<file path="src/rtl/sprite_blit_reader.sv">
// Sprite read-side blitter: fetches SPR_W x SPR_H pixels from a 1-cycle RAM and streams them with screen coordinates.
// Optional build macro SPRITE_BLIT_KEY_SKIP_EN drops KEY_COLOR pixels instead of presenting them.
//
// state   | meaning
// IDLE    | waiting for start
// ISSUE   | read_address stable, RAM samples it at the closing edge
// LOAD    | mem_data valid, captured with coordinates
// PRESENT | pixel offered, held until pix_ready
// DONE    | one-cycle completion pulse
module sprite_blit_reader #(
    parameter int                SPR_W     = 40,
    parameter int                SPR_H     = 40,
    parameter int                ADDR_W    = 19,
    parameter int                DATA_W    = 24,
    parameter logic [DATA_W-1:0] KEY_COLOR = 24'hFF00FF
) (
    input  logic              Clk,
    input  logic              Reset_n,
    input  logic              start,
    input  logic [ADDR_W-1:0] base_addr,
    input  logic [9:0]        dst_x,
    input  logic [9:0]        dst_y,
    output logic [ADDR_W-1:0] read_address,
    input  logic [DATA_W-1:0] mem_data,
    output logic              pix_valid,
    input  logic              pix_ready,
    output logic [9:0]        pix_x,
    output logic [9:0]        pix_y,
    output logic [DATA_W-1:0] pix_color,
    output logic              busy,
    output logic              done
);

    localparam int CW = (SPR_W > 1) ? $clog2(SPR_W) : 1;
    localparam int RW = (SPR_H > 1) ? $clog2(SPR_H) : 1;

`ifdef SPRITE_BLIT_KEY_SKIP_EN
    localparam logic KEY_SKIP = 1'b1;
`else
    localparam logic KEY_SKIP = 1'b0;
`endif

    typedef enum logic [2:0] {
        S_IDLE,
        S_ISSUE,
        S_LOAD,
        S_PRESENT,
        S_DONE
    } state_t;

    state_t            state, state_nxt;
    logic [ADDR_W-1:0] base_r;
    logic [9:0]        dx_r, dy_r;
    logic [CW-1:0]     col;
    logic [RW-1:0]     row;
    logic              last_pix, end_of_row, key_hit, advance, load_pix;

    always_comb begin
        state_nxt  = state;
        end_of_row = (col == CW'(SPR_W - 1));
        last_pix   = end_of_row && (row == RW'(SPR_H - 1));
        key_hit    = KEY_SKIP && (mem_data == KEY_COLOR);
        advance    = 1'b0;
        load_pix   = 1'b0;
        case (state)
            S_IDLE:  if (start) state_nxt = S_ISSUE;
            S_ISSUE: state_nxt = S_LOAD;
            S_LOAD: begin
                if (key_hit) begin
                    // Skipped pixel behaves like an instant handshake.
                    advance   = !last_pix;
                    state_nxt = last_pix ? S_DONE : S_ISSUE;
                end else begin
                    load_pix  = 1'b1;
                    state_nxt = S_PRESENT;
                end
            end
            S_PRESENT: begin
                if (pix_ready) begin
                    advance   = !last_pix;
                    state_nxt = last_pix ? S_DONE : S_ISSUE;
                end
            end
            S_DONE:  state_nxt = S_IDLE;
            default: state_nxt = S_IDLE;
        endcase
    end

    always_ff @(posedge Clk) begin
        if (!Reset_n) begin
            state     <= S_IDLE;
            base_r    <= '0;
            dx_r      <= '0;
            dy_r      <= '0;
            col       <= '0;
            row       <= '0;
            pix_x     <= '0;
            pix_y     <= '0;
            pix_color <= '0;
        end else begin
            state <= state_nxt;
            if (state == S_IDLE && start) begin
                base_r <= base_addr;
                dx_r   <= dst_x;
                dy_r   <= dst_y;
                col    <= '0;
                row    <= '0;
            end else if (state == S_DONE) begin
                col <= '0;
                row <= '0;
            end else if (advance) begin
                if (end_of_row) begin
                    col <= '0;
                    row <= row + 1'b1;
                end else begin
                    col <= col + 1'b1;
                end
            end
            if (load_pix) begin
                pix_color <= mem_data;
                pix_x     <= dx_r + 10'(col);
                pix_y     <= dy_r + 10'(row);
            end
        end
    end

    assign read_address = base_r + ADDR_W'(row) * ADDR_W'(SPR_W) + ADDR_W'(col);
    assign pix_valid    = (state == S_PRESENT);
    assign busy         = (state != S_IDLE);
    assign done         = (state == S_DONE);

endmodule

</file>
<file path="config.mk">
export PLATFORM = sky130hd
export DESIGN_NAME = sprite_blit_reader
export DESIGN_NICKNAME = d
export VERILOG_FILES = /design/src/rtl/sprite_blit_reader.sv
export SDC_FILE = /design/constraint.sdc
export NUM_CORES = 1
export LEC_CHECK = 0
export ABC_AREA = 1
export CAP_MARGIN = 10
export CELL_PAD_IN_SITES_DETAIL_PLACEMENT = 0
export CELL_PAD_IN_SITES_GLOBAL_PLACEMENT = 1
export CORE_MARGIN = 2
export CORE_UTILIZATION = 48
export DETAILED_ROUTE_END_ITERATION = 7
export DONT_BUFFER_PORTS = 1
export GPL_TIMING_DRIVEN = 0
export HOLD_SLACK_MARGIN = 0.05
export PLACE_DENSITY_LB_ADDON = 0.1
export SYNTH_ARGS = -nofsm -noshare
export SYNTH_HDL_FRONTEND = slang
export SYNTH_SLANG_ARGS = --single-unit
</file>
<file path="constraint.sdc">
create_clock -name Clk -period 9.4 [get_ports Clk]
set_input_delay 1.41 -clock Clk [delete_from_list [all_inputs] [get_ports Clk]]
set_output_delay 1.41 -clock Clk [all_outputs]
set_load 0.05 [all_outputs]
</file>
==> impl_results.md <==
* Run status: finished clean
* Number of different library cells in the post-synthesis netlist at 31
* Average wire per standard cell at 14.9 um
* Total number of clock tree sinks at ~100
* Clock-pin slew of the registers on the worst-case setup and hold paths at 0.06 ns
* Number of enable-type register cells in the synthesized netlist at 0
* Number of buffers between clock root and the deepest sink at 2
* Slowest stage delay, CP at between 0.8 and 0.9 ns
* Data arrival time of the critical path at roughly 4.3 ns
* Post-synthesis sequential area ratio at 0.350
* Worst flop-to-flop path endpoint: pix_x[6]$_SDFFE_PN0P_
* Post-layout min period at ~5.7 ns
* H-tree Lvls at 3
* Most numerous cell types in the synthesized netlist: sky130_fd_sc_hd__nand2_1, sky130_fd_sc_hd__nor2_1, sky130_fd_sc_hd__dfxtp_1, sky130_fd_sc_hd__a21oi_1, sky130_fd_sc_hd__inv_1
* Classification of the worst setup path: flip-flop to primary output
* Gr usage total at 0.234
* Post-route clock skew at 0.00700 ns
* Library cell with the highest instance count after synthesis: sky130_fd_sc_hd__nand2_1
* Maximum number of pins on one net before global-route repair at 16
* Cell with the largest stage delay on the worst path: sky130_fd_sc_hd__xor2_1
* Seq pwr share at 0.503
* Post-synthesis register bit count at slightly below 100
* Chip Height at ~110 um
* Cell internal power dissipation at ~720 uW
* Slew Limit Headroom at 0.274
* Crit path top cell by count: sky130_fd_sc_hd__ha_1
* Remaining global-route overflow at 0
* Power density normalized to cell area at 187 nW/um2
* Kind of launch point of the worst setup path: flip-flop
* Net count after synthesis at 930
* IR Drop Worst-Case VDD at roughly 0.12 mV
* PnR Total Power at approximately 1.1 mW
* Port Buffers at 0
* Vias in the first global route at between 4k and 5k
* Initial core utilization at 0.491
* Via Count at between 5k and 6k
* Slew @ Worst Pin at 1.08 ns
* Setup bufs post-CTS at 0
* Diodes inserted at 0
* Gate power share at 0.169
* Reg2Reg Setup Slack at around 7.2 ns
* Area added between synthesis and finish at 8.43%
* Drt total wl at about 14000 um
* Hold Crit Start: base_r[6]$_SDFFE_PN0P_
* Number of max-slew violations in the final report at 0
* Maximum clock rate at 174 MHz
* Path class of the lowest-slack min-delay path: flip-flop to flip-flop
* Fraction of registers with async set or reset after synthesis at 0
* First-pass GRT wire length at between 20000 and 25000 um
* Post-CTS Resized at 0
* Top cell type by total area after synthesis: sky130_fd_sc_hd__dfxtp_1
* Number of iterations in the first detailed-routing pass at 5
* TritonCTS clock tree: built
* Share of layout cells above drive strength 1 at 0.0483
* Die area at 12600 um2
* Worst reg-to-reg path cell count at 9
* Average vias per placed instance at 5.25
* Final setup viols at 0
* Number of antenna violations at the first check in global routing at 0
* Worst setup path startpoint: row[3]$_SDFFE_PP0P_
* Total CTS buffers at 9
* Capture point of the critical path: read_address[14]
* Worst slack, placed at between 4 and 5 ns
* Count of maximum capacitance violations at 0
* Net switching power of the design at 413 uW
* Number of routed nets with antenna violations at 0
* Share of total power consumed by net switching at 0.363
* DRC marker count from the first detailed-route iteration at about 240
* Gpl congestion at 0.809
* Worst-Skew Late Latency at 0.35 ns
* Accumulated negative setup slack at 0 ns
* CP Capture Type: primary output
* Post-cts hold buffer count at 0
* Chain of cells forming the critical path: ha_1, ha_1, fa_1, a21oi_1, o21ai_0, xor2_1, ha_1, ha_1, nand2_1, nor2_1, and3_1, nand2_1, nand2_1, xor2_1
* Post-route clock period utilization at 0.610
* Post-route DRC at 0
* Yosys Warn Count at 0
* Total I/O pin count at between 100 and 150
* Maximum fanout along the worst path at 8
* Area share of the leading cell type in the synthesized netlist at 0.350
* Min setup slack post-route at 3.66 ns
* Synthesized instance count at slightly above 800
* Area of all placed cells without fillers at slightly above 6000 um2
* Startpoint of the most critical register-to-register path: col[0]$_SDFFE_PP0P_
* Dominant synthesized flop cell: sky130_fd_sc_hd__dfxtp_1
* Data required time of the critical path at approximately 8.0 ns
* Layout Nets at approximately 940
* Share of power burned in the clock network at 0.328
* Post-synthesis instance area at 5610 um2
* Average cell area after synthesis at around 6.9 um2
* Leakage power at around 3 nW
* Die outline width at approximately 110 um
* Clock root buffer: sky130_fd_sc_hd__clkbuf_16
* RSZ-0062 raised after global routing: false
* Cells taking the most area after synthesis: sky130_fd_sc_hd__dfxtp_1, sky130_fd_sc_hd__nand2_1, sky130_fd_sc_hd__ha_1
* HPWL after detailed placement at roughly 11000 um
* Final hold violations at 0
* Dpl cell area at ~5800 um2
* Number of cell rows at 39
* Floorplan core area at ~11000 um2
[power groups by stage]
stage          Clock [mW]  Sequential (mW)  Combinational [mW]
2_1_floorplan           0            0.573               0.154
3_5_place_dp            0            0.582               0.192
5_1_grt             0.401            0.577               0.219
6_report            0.373            0.572               0.192
4_1_cts             0.381            0.573               0.194
3_3_place_gp            0            0.581               0.188
[cells by family (layout without fill, tap and decap cells)]
group	Yosys count	in the layout	synth area share
AO/OA/AOI/OAI	142	142	0.128
adder cells (fa/ha/maj)	50	50	0.121
buffers and inverters	110	125	0.0772
AND/OR/NAND/NOR	391	391	0.289
XOR/XNOR	22	22	0.0344
flip-flops	98	98	0.350
[cells in the final DEF, fill, tap and decap left out, types with 2 or more instances in the layout]
cell / instances
sky130_fd_sc_hd__and2_1: 2
sky130_fd_sc_hd__xor2_1: 20
sky130_fd_sc_hd__nor3_1: 6
sky130_fd_sc_hd__or2_2: 4
sky130_fd_sc_hd__ha_1: 43
sky130_fd_sc_hd__a21oi_1: 78
sky130_fd_sc_hd__o21ai_0: 58
sky130_fd_sc_hd__clkbuf_1: 18
sky130_fd_sc_hd__nand3_2: 3
sky130_fd_sc_hd__nand4_1: 6
sky130_fd_sc_hd__fa_1: 7
sky130_fd_sc_hd__buf_2: 4
sky130_fd_sc_hd__inv_1: 77
sky130_fd_sc_hd__buf_4: 4
sky130_fd_sc_hd__o21ai_1: 2
sky130_fd_sc_hd__nand3_1: 50
sky130_fd_sc_hd__inv_2: 7
sky130_fd_sc_hd__nor2_1: 113
sky130_fd_sc_hd__clkbuf_16: 9
sky130_fd_sc_hd__nand2_1: 202
sky130_fd_sc_hd__xnor2_1: 2
sky130_fd_sc_hd__dfxtp_1: 98
[worst max-delay path: cells and delay by family (launching register included)]
family | cells | cell delay, ns
xor gates and xnor gates | 2 | 0.97
and+or+nand+nor | 5 | 0.62
AOI/OAI and AO/OA | 2 | 0.28
adders and majority gates | 5 | 1.59
DFF | 1 | 0.52
[state kept, by name, indices dropped and copies added, names as in the netlist]
| register | count |
|---|---|
| pix_color | 24 |
| col | 6 |
| dy_r | 10 |
| pix_x | 10 |
| row | 6 |
| pix_y | 10 |
| dx_r | 10 |
| base_r | 19 |
| state | 3 |
[per-layer routing]
layer  vias to the layer above  global-route usage  part of all wire
li1                       2642                   -                 -
met3                        12              0.0583             0.060
met1                      2323               0.317              0.47
met4                         0              0.0561             0.012
met2                       125               0.378              0.46
met5                         -                   0                 0
[area by class of cell]
class / instances / area (um2)
Clock inverter: 4 / 51.3
Fill cell: 1190 / 5340
Clock buffer: 11 / 243
Tap cell: 143 / 179
Inverter: 84 / 315
Sequential cell: 98 / 1960
Multi-Input combinational cell: 605 / 3210
Buffer: 26 / 118
[worst min path at each step]
| stage | cells after the start | endpoint | slack [ns] |
|---|---|---|---|
| 2_1_floorplan | 2 | base_r[18]$_SDFFE_PN0P_ | 0.44 |
| 3_3_place_gp | 2 | base_r[9]$_SDFFE_PN0P_ | 0.46 |
| 3_5_place_dp | 2 | base_r[6]$_SDFFE_PN0P_ | 0.46 |
| 4_1_cts | 2 | base_r[6]$_SDFFE_PN0P_ | 0.47 |
| 5_1_grt | 2 | dx_r[0]$_SDFFE_PN0P_ | 0.49 |
| 6_report | 2 | base_r[6]$_SDFFE_PN0P_ | 0.47 |
[per-stage QoR]
stage / utilization / instances / hold WS, ns
after detailed placement: 0.507 / 956 / 0.463
after global placement: 0.507 / 956 / 0.456
after floorplan: - / 813 / 0.445
after CTS: 0.533 / 971 / 0.473
after global routing: 0.533 / 971 / 0.495
final: 0.533 / 971 / 0.472
No activity file was read; power rests on OpenSTA's default activity.
